$ cat src/rtl/imem_pkg.sv
// Shared definitions for the 16x16 instruction store (loader and PC/fetch side).
// Optional feature macro: IMEM_LOADER_PARITY_EN (one odd-parity bit per word).
package imem_pkg;

    localparam int WIDTH = 16;
    localparam int DEPTH = 16;
    localparam int AW    = 4;

`ifdef IMEM_LOADER_PARITY_EN
    localparam int PAR_BITS = 1;
`else
    localparam int PAR_BITS = 0;
`endif

    // Loader FSM encoding; PCHK is only reachable when the parity feature is built.
    typedef enum logic [2:0] {
        IDLE   = 3'd0,
        SHIFT  = 3'd1,
        PCHK   = 3'd2,
        COMMIT = 3'd3,
        DONE   = 3'd4
    } loader_state_t;

endpackage

$ cat src/rtl/imem_shift_rx.sv
// Serial receiver: MSB-first shift register, bit counter and word_ready strobe.
// With IMEM_LOADER_PARITY_EN each frame carries one extra trailing parity bit,
// and o_parity_ok reports odd parity over the whole captured frame.
module imem_shift_rx
    import imem_pkg::*;
#(
    parameter int WIDTH = imem_pkg::WIDTH
) (
    input  logic             clk,
    input  logic             rst_n,
    input  logic             i_clear,
    input  logic             i_shift_en,
    input  logic             i_ser_valid,
    input  logic             i_ser_bit,
    output logic [WIDTH-1:0] o_word,
    output logic             o_word_ready
`ifdef IMEM_LOADER_PARITY_EN
    ,
    output logic             o_parity_ok
`endif
);

    localparam int NB = WIDTH + PAR_BITS;
    localparam int CW = $clog2(NB + 1);

    logic [NB-1:0] r_shreg;
    logic [CW-1:0] r_bit_cnt;
    logic          w_accept;
    logic          w_last;

    assign w_accept     = i_shift_en & i_ser_valid;
    assign w_last       = (r_bit_cnt == CW'(NB - 1));
    assign o_word_ready = w_accept & w_last;
    assign o_word       = r_shreg[NB-1 -: WIDTH];

`ifdef IMEM_LOADER_PARITY_EN
    assign o_parity_ok = ^r_shreg;
`endif

    // Shift in accepted bits; the counter wraps to zero on the last bit of a frame.
    always_ff @(posedge clk or negedge rst_n) begin
        if (!rst_n) begin
            r_shreg   <= '0;
            r_bit_cnt <= '0;
        end else if (i_clear) begin
            r_bit_cnt <= '0;
        end else if (w_accept) begin
            r_shreg   <= {r_shreg[NB-2:0], i_ser_bit};
            r_bit_cnt <= w_last ? '0 : r_bit_cnt + 1'b1;
        end
    end

endmodule

$ cat src/rtl/imem_serial_loader.sv
// Write side of the instruction store: loader FSM, write pointer, memory array
// and the registered fetch read port. Optional macro: IMEM_LOADER_PARITY_EN.
module imem_serial_loader
    import imem_pkg::*;
#(
    parameter int WIDTH = imem_pkg::WIDTH,
    parameter int DEPTH = imem_pkg::DEPTH,
    parameter int AW    = imem_pkg::AW
) (
    input  logic             clk,
    input  logic             rst_n,
    input  logic             load_start,
    input  logic             ser_valid,
    input  logic             ser_bit,
    output logic             busy,
    output logic             done,
    output logic [AW:0]      wr_count,
    output logic             parity_err,
    input  logic [AW-1:0]    rd_addr,
    output logic [WIDTH-1:0] rd_data
);

    loader_state_t    r_state;
    loader_state_t    w_state_nxt;
    logic [AW-1:0]    r_wr_ptr;
    logic [AW:0]      r_wr_count;
    logic [WIDTH-1:0] r_rd_data;
    logic [WIDTH-1:0] r_mem [DEPTH];
    logic             w_clear;
    logic             w_commit;
    logic             w_busy;
    logic [WIDTH-1:0] w_word;
    logic             w_word_ready;

`ifdef IMEM_LOADER_PARITY_EN
    logic             w_parity_ok;
    logic             w_perr_nxt;
    logic             r_parity_err;
`endif

    imem_shift_rx #(.WIDTH(WIDTH)) u_rx (
        .clk          (clk),
        .rst_n        (rst_n),
        .i_clear      (w_clear),
        .i_shift_en   (r_state == SHIFT),
        .i_ser_valid  (ser_valid),
        .i_ser_bit    (ser_bit),
        .o_word       (w_word),
        .o_word_ready (w_word_ready)
`ifdef IMEM_LOADER_PARITY_EN
        ,
        .o_parity_ok  (w_parity_ok)
`endif
    );

    assign w_busy   = (r_state == SHIFT) || (r_state == PCHK) || (r_state == COMMIT);
    assign busy     = w_busy;
    assign done     = (r_state == DONE);
    assign wr_count = r_wr_count;
    assign rd_data  = r_rd_data;

`ifdef IMEM_LOADER_PARITY_EN
    assign parity_err = r_parity_err;
`else
    assign parity_err = 1'b0;
`endif

    // Next-state logic; load_start is only honoured from IDLE or DONE.
    always_comb begin
        w_state_nxt = r_state;
        w_clear     = 1'b0;
        w_commit    = 1'b0;
`ifdef IMEM_LOADER_PARITY_EN
        w_perr_nxt  = 1'b0;
`endif
        case (r_state)
            IDLE, DONE: begin
                if (load_start) begin
                    w_state_nxt = SHIFT;
                    w_clear     = 1'b1;
                end
            end
            SHIFT: begin
                if (w_word_ready) begin
`ifdef IMEM_LOADER_PARITY_EN
                    w_state_nxt = PCHK;
`else
                    w_state_nxt = COMMIT;
`endif
                end
            end
`ifdef IMEM_LOADER_PARITY_EN
            PCHK: begin
                if (w_parity_ok) begin
                    w_state_nxt = COMMIT;
                end else begin
                    w_state_nxt = SHIFT;
                    w_perr_nxt  = 1'b1;
                end
            end
`endif
            COMMIT: begin
                w_commit    = 1'b1;
                w_state_nxt = (r_wr_ptr == AW'(DEPTH - 1)) ? DONE : SHIFT;
            end
            default: w_state_nxt = IDLE;
        endcase
    end

    // State, write pointer and committed-word counter.
    always_ff @(posedge clk or negedge rst_n) begin
        if (!rst_n) begin
            r_state    <= IDLE;
            r_wr_ptr   <= '0;
            r_wr_count <= '0;
        end else begin
            r_state <= w_state_nxt;
            if (w_clear) begin
                r_wr_ptr   <= '0;
                r_wr_count <= '0;
            end else if (w_commit) begin
                r_wr_ptr   <= r_wr_ptr + 1'b1;
                r_wr_count <= r_wr_count + 1'b1;
            end
        end
    end

`ifdef IMEM_LOADER_PARITY_EN
    // One-cycle pulse when a word fails the odd-parity check.
    always_ff @(posedge clk or negedge rst_n) begin
        if (!rst_n) begin
            r_parity_err <= 1'b0;
        end else begin
            r_parity_err <= w_perr_nxt;
        end
    end
`endif

    // Memory array write; deliberately not reset so contents survive rst_n.
    always_ff @(posedge clk) begin
        if (w_commit) begin
            r_mem[r_wr_ptr] <= w_word;
        end
    end

    // Fetch port: registered read, frozen while a load is in progress.
    always_ff @(posedge clk or negedge rst_n) begin
        if (!rst_n) begin
            r_rd_data <= '0;
        end else if (!w_busy) begin
            r_rd_data <= r_mem[rd_addr];
        end
    end

endmodule

$ cat config.mk
export PLATFORM = sky130hd
export DESIGN_NAME = imem_serial_loader
export DESIGN_NICKNAME = d
export VERILOG_FILES = /design/src/rtl/imem_pkg.sv /design/src/rtl/imem_shift_rx.sv /design/src/rtl/imem_serial_loader.sv
export SDC_FILE = /design/constraint.sdc
export NUM_CORES = 1
export LEC_CHECK = 0
export BUFFER_PORTS_ARGS = -buffer_cell sky130_fd_sc_hd__buf_2
export CORE_MARGIN = 2
export CORE_UTILIZATION = 48
export CTS_BUF_LIST = sky130_fd_sc_hd__clkbuf_4
export CTS_CLUSTER_DIAMETER = 150
export CTS_CLUSTER_SIZE = 28
export DETAILED_ROUTE_END_ITERATION = 8
export HOLD_SLACK_MARGIN = 0.12
export SYNTH_ARGS = -nofsm -noshare
export SYNTH_HDL_FRONTEND = slang
export SYNTH_SLANG_ARGS = --single-unit
export TNS_END_PERCENT = 50
$ cat constraint.sdc
create_clock -name clk -period 3.07 [get_ports clk]
set_input_delay 0.307 -clock clk [delete_from_list [all_inputs] [get_ports clk]]
set_output_delay 0.307 -clock clk [all_outputs]
set_load 0.005 [all_outputs]
==> summary.txt <==
Synth
  – Syn_area_per_cell: 18.01 µm²
  – Top post-synthesis cells by area: edfxtp_1 (64%), dfrtp_1 (10%), mux2i_1 (6.9%)
  – Synthesized Nets: about 700
  – Count leader, synth: edfxtp_1
  – Post-synthesis async set-or-reset flop share: roughly 16%
  – Sequential share of the synthesized area: 74.42%
  – Post-Syn Area: ~12,000 µm²
  – Leading area contributor after synthesis: edfxtp_1
  – FF+latch count, synth: roughly 310
  – Synthesis Warnings: 0
  – Most used DFF post-synth: edfxtp_1
  – Most instantiated cells after synthesis: edfxtp_1 (256), mux2i_1 (82), nand2_1 (63), dfrtp_1 (49), a22oi_1 (33)
  – Post-synth cell types: 47
  – Post-Syn Instances: between 600 and 700
  – EDFF count, synth: ~260
  – Yosys top cell area share: roughly 64%

Floorplanning
  – Chip Width: about 160 µm
  – Die ar.: 26,230 µm²
  – Initial Util: 49.11%
  – Core ar.: 24,390 µm²
  – FP Rows: 57
  – Chip Height: ~160 µm
  – I/O pin count: 33

Timing
  – Fin. Hold Viols: 0
  – Setup Viol. Count Final: 0
  – Clock Skews: ~0.046 ns
  – Minimum clock period after layout: approximately 2.4 ns
  – F_max: approximately 0.42 GHz
  – Max-slew violations: 0
  – Relative slew slack: between 30% and 40%
  – Setup TNS: 0 ns
  – Unrepaired setup endpoints after global routing: no
  – Setup ws final: between 0.6 and 0.7 ns
  – Slew at the pin closest to its max-slew limit: between 0.9 and 1 ns
  – Period utilisation layout: approximately four fifths
  – Final hold slack: 0.1674 ns

GRT
  – Vias in the first global route: approximately 5,900
  – Pin count of the biggest net entering global routing: 38
  – Remaining global-route overflow: 0
  – Initial antenna violation count: 1
  – First-pass GRT wire length: about 36,000 µm
  – Total GRT Usage: 18.19%

Routing
  – DRC: 0
  – WL per Instance: ~22 µm
  – Final ANT Viol Nets: 0
  – Final wirelength: around 23,000 µm
  – Vias/cell: roughly 5.6
  – DR pass1 iterations: 5
  – DR iter-0 viols: roughly 540
  – Vias: 5,811

Power and ir drop
  – VDD IR-drop max: between 0.3 and 0.4 mV
  – Leakage dissipation: 0.004630 µW
  – Pwr/cell area: roughly 600 nW/µm²

Placement
  – Placed Cells: slightly above 1,000
  – Port buffer count: 31
  – Gp weighted congestion: approximately 0.77
  – Area after DPL: around 13,000 µm²
  – Dpl ws: 0.9626 ns
  – Dpl hpwl: about 15,000 µm

Final layout
  – Area grow syn2layout: 6.268%
  – Finished Layout Cells: 1,037
  – Post-route cell area: 12,730 µm²
  – Layout cell share with drive strength beyond 1: about 16%
  – Nets: 719

Worst setup path
  – Critical Path End Type: output port
  – Worst Path Required: ~2.8 ns
  – Worst EP arrival: 2.09 ns
  – Critical path type: flip-flop to output port
  – CP max FO: 17
  – CP startpoint kind: flip-flop

Clocking
  – TritonCTS Buffers: 14
  – Clk_lat worst skew: slightly below 0.7 ns
  – CTS clk-pin slew, worst paths: between 0.2 and 0.3 ns
  – H-tree depth: 1
  – CTS resizes: 0
  – CTS tree: built
  – Clock buffer depth: 3
  – Num Clock Sinks: approximately 310
  – Clk root buf: clkbuf_4

Job
  – Max_cap viols: 0

Status
  – Outcome: finished, final reports clean

Min path
  – Hold Path Class: input port to flip-flop
-- sequential cells by signal, summed over array words and instances (netlist names) --
name            count
wr_count            5
r_mem             256
r_wr_ptr            4
r_state             3
rd_data            16
u_rx.o_word        16
u_rx.r_bit_cnt      5
-- area by class of cell --
class                           instances  area (µm²)
Sequential cell                       305        8914
Timing Repair Buffer                   59       415.4
Tap cell                              324       405.4
Clock buffer                           23       172.7
Multi-Input combinational cell        320        2799
Inverter                                4       15.01
Antenna cell                            1       2.502
Clock inverter                          1       5.005
Fill cell                            2019       11660
-- kinds of logic after synthesis --
group / share of synthesized area (%)
xor+xnor: 0.3656
other cells: 0.03131
compound gates: 4.502
mux: 12.84
fa+ha+maj: 0.6267
buf+inv: 2.298
simple gates: 4.920
flops: 74.42
-- final timing paths --
| check | startpoint | to | slack, ns | cells past startpoint |
|---|---|---|---|---|
| worst max-delay path | r_state[0] | busy | 0.67 | 4 |
| worst min-delay path | rd_addr[3] | rd_data[14] | 0.17 | 4 |
| worst max register to register | r_state[0] | r_mem[9][15] | 0.94 | 4 |
| worst min register to register | rd_data[10] | rd_data[10] | 0.54 | 2 |
| max in group asynchronous | rst_n | rd_data[6] | 2.06 | 3 |
| min in group asynchronous | rst_n | r_state[0] | 0.26 | 2 |
-- routing by layer --
layer / global-route usage, % / routed length [µm]
met1: 26.83 / 10790
met2: 30.31 / 11460
met3: 2.094 / 772
met4: 2.615 / 233
met5: 0 / 0
-- report_power, final --
part | internal (µW) | switching, µW
Sequential | 5040 | 533
Clock | 339 | 1080
Combinational | 303 | 372
Total | 5680 | 1990
-- metrics by stage --
step	power [µW]	utilization, %
global route	7993	52.19
CTS	7725	52.18
finish	7665	52.19
floorplan	5836	-
global placement	6288	51.28
detailed placement	6345	51.28
-- what timing repair did --
item / 4_1_cts / 5_1_grt
hold buffers: 4 / 0
endpoints found under the hold margin: 47 / 0
setup buffers: 0 / 0
-- placed cells by master, fill, tap and decap left out, types with 14 or more instances in the layout --
cell / netlist / layout
mux2i_1: 82 / 82
edfxtp_1: 256 / 256
buf_2: 14 / 30
nor2_1: 17 / 17
nand2_1: 63 / 63
a32oi_1: 14 / 14
clkbuf_4: 0 / 23
a22oi_1: 33 / 33
dfrtp_1: 49 / 49
mux4_2: 22 / 22
buf_4: 10 / 22
-- worst max-delay path: stages (launching register included) --
cell and delay, ns:
dfrtp_1 0.52, o21bai_2 0.30, clkinv_1 0.19, buf_4 0.25
buf_2 0.16
No activity file was read; power rests on OpenSTA's default activity.
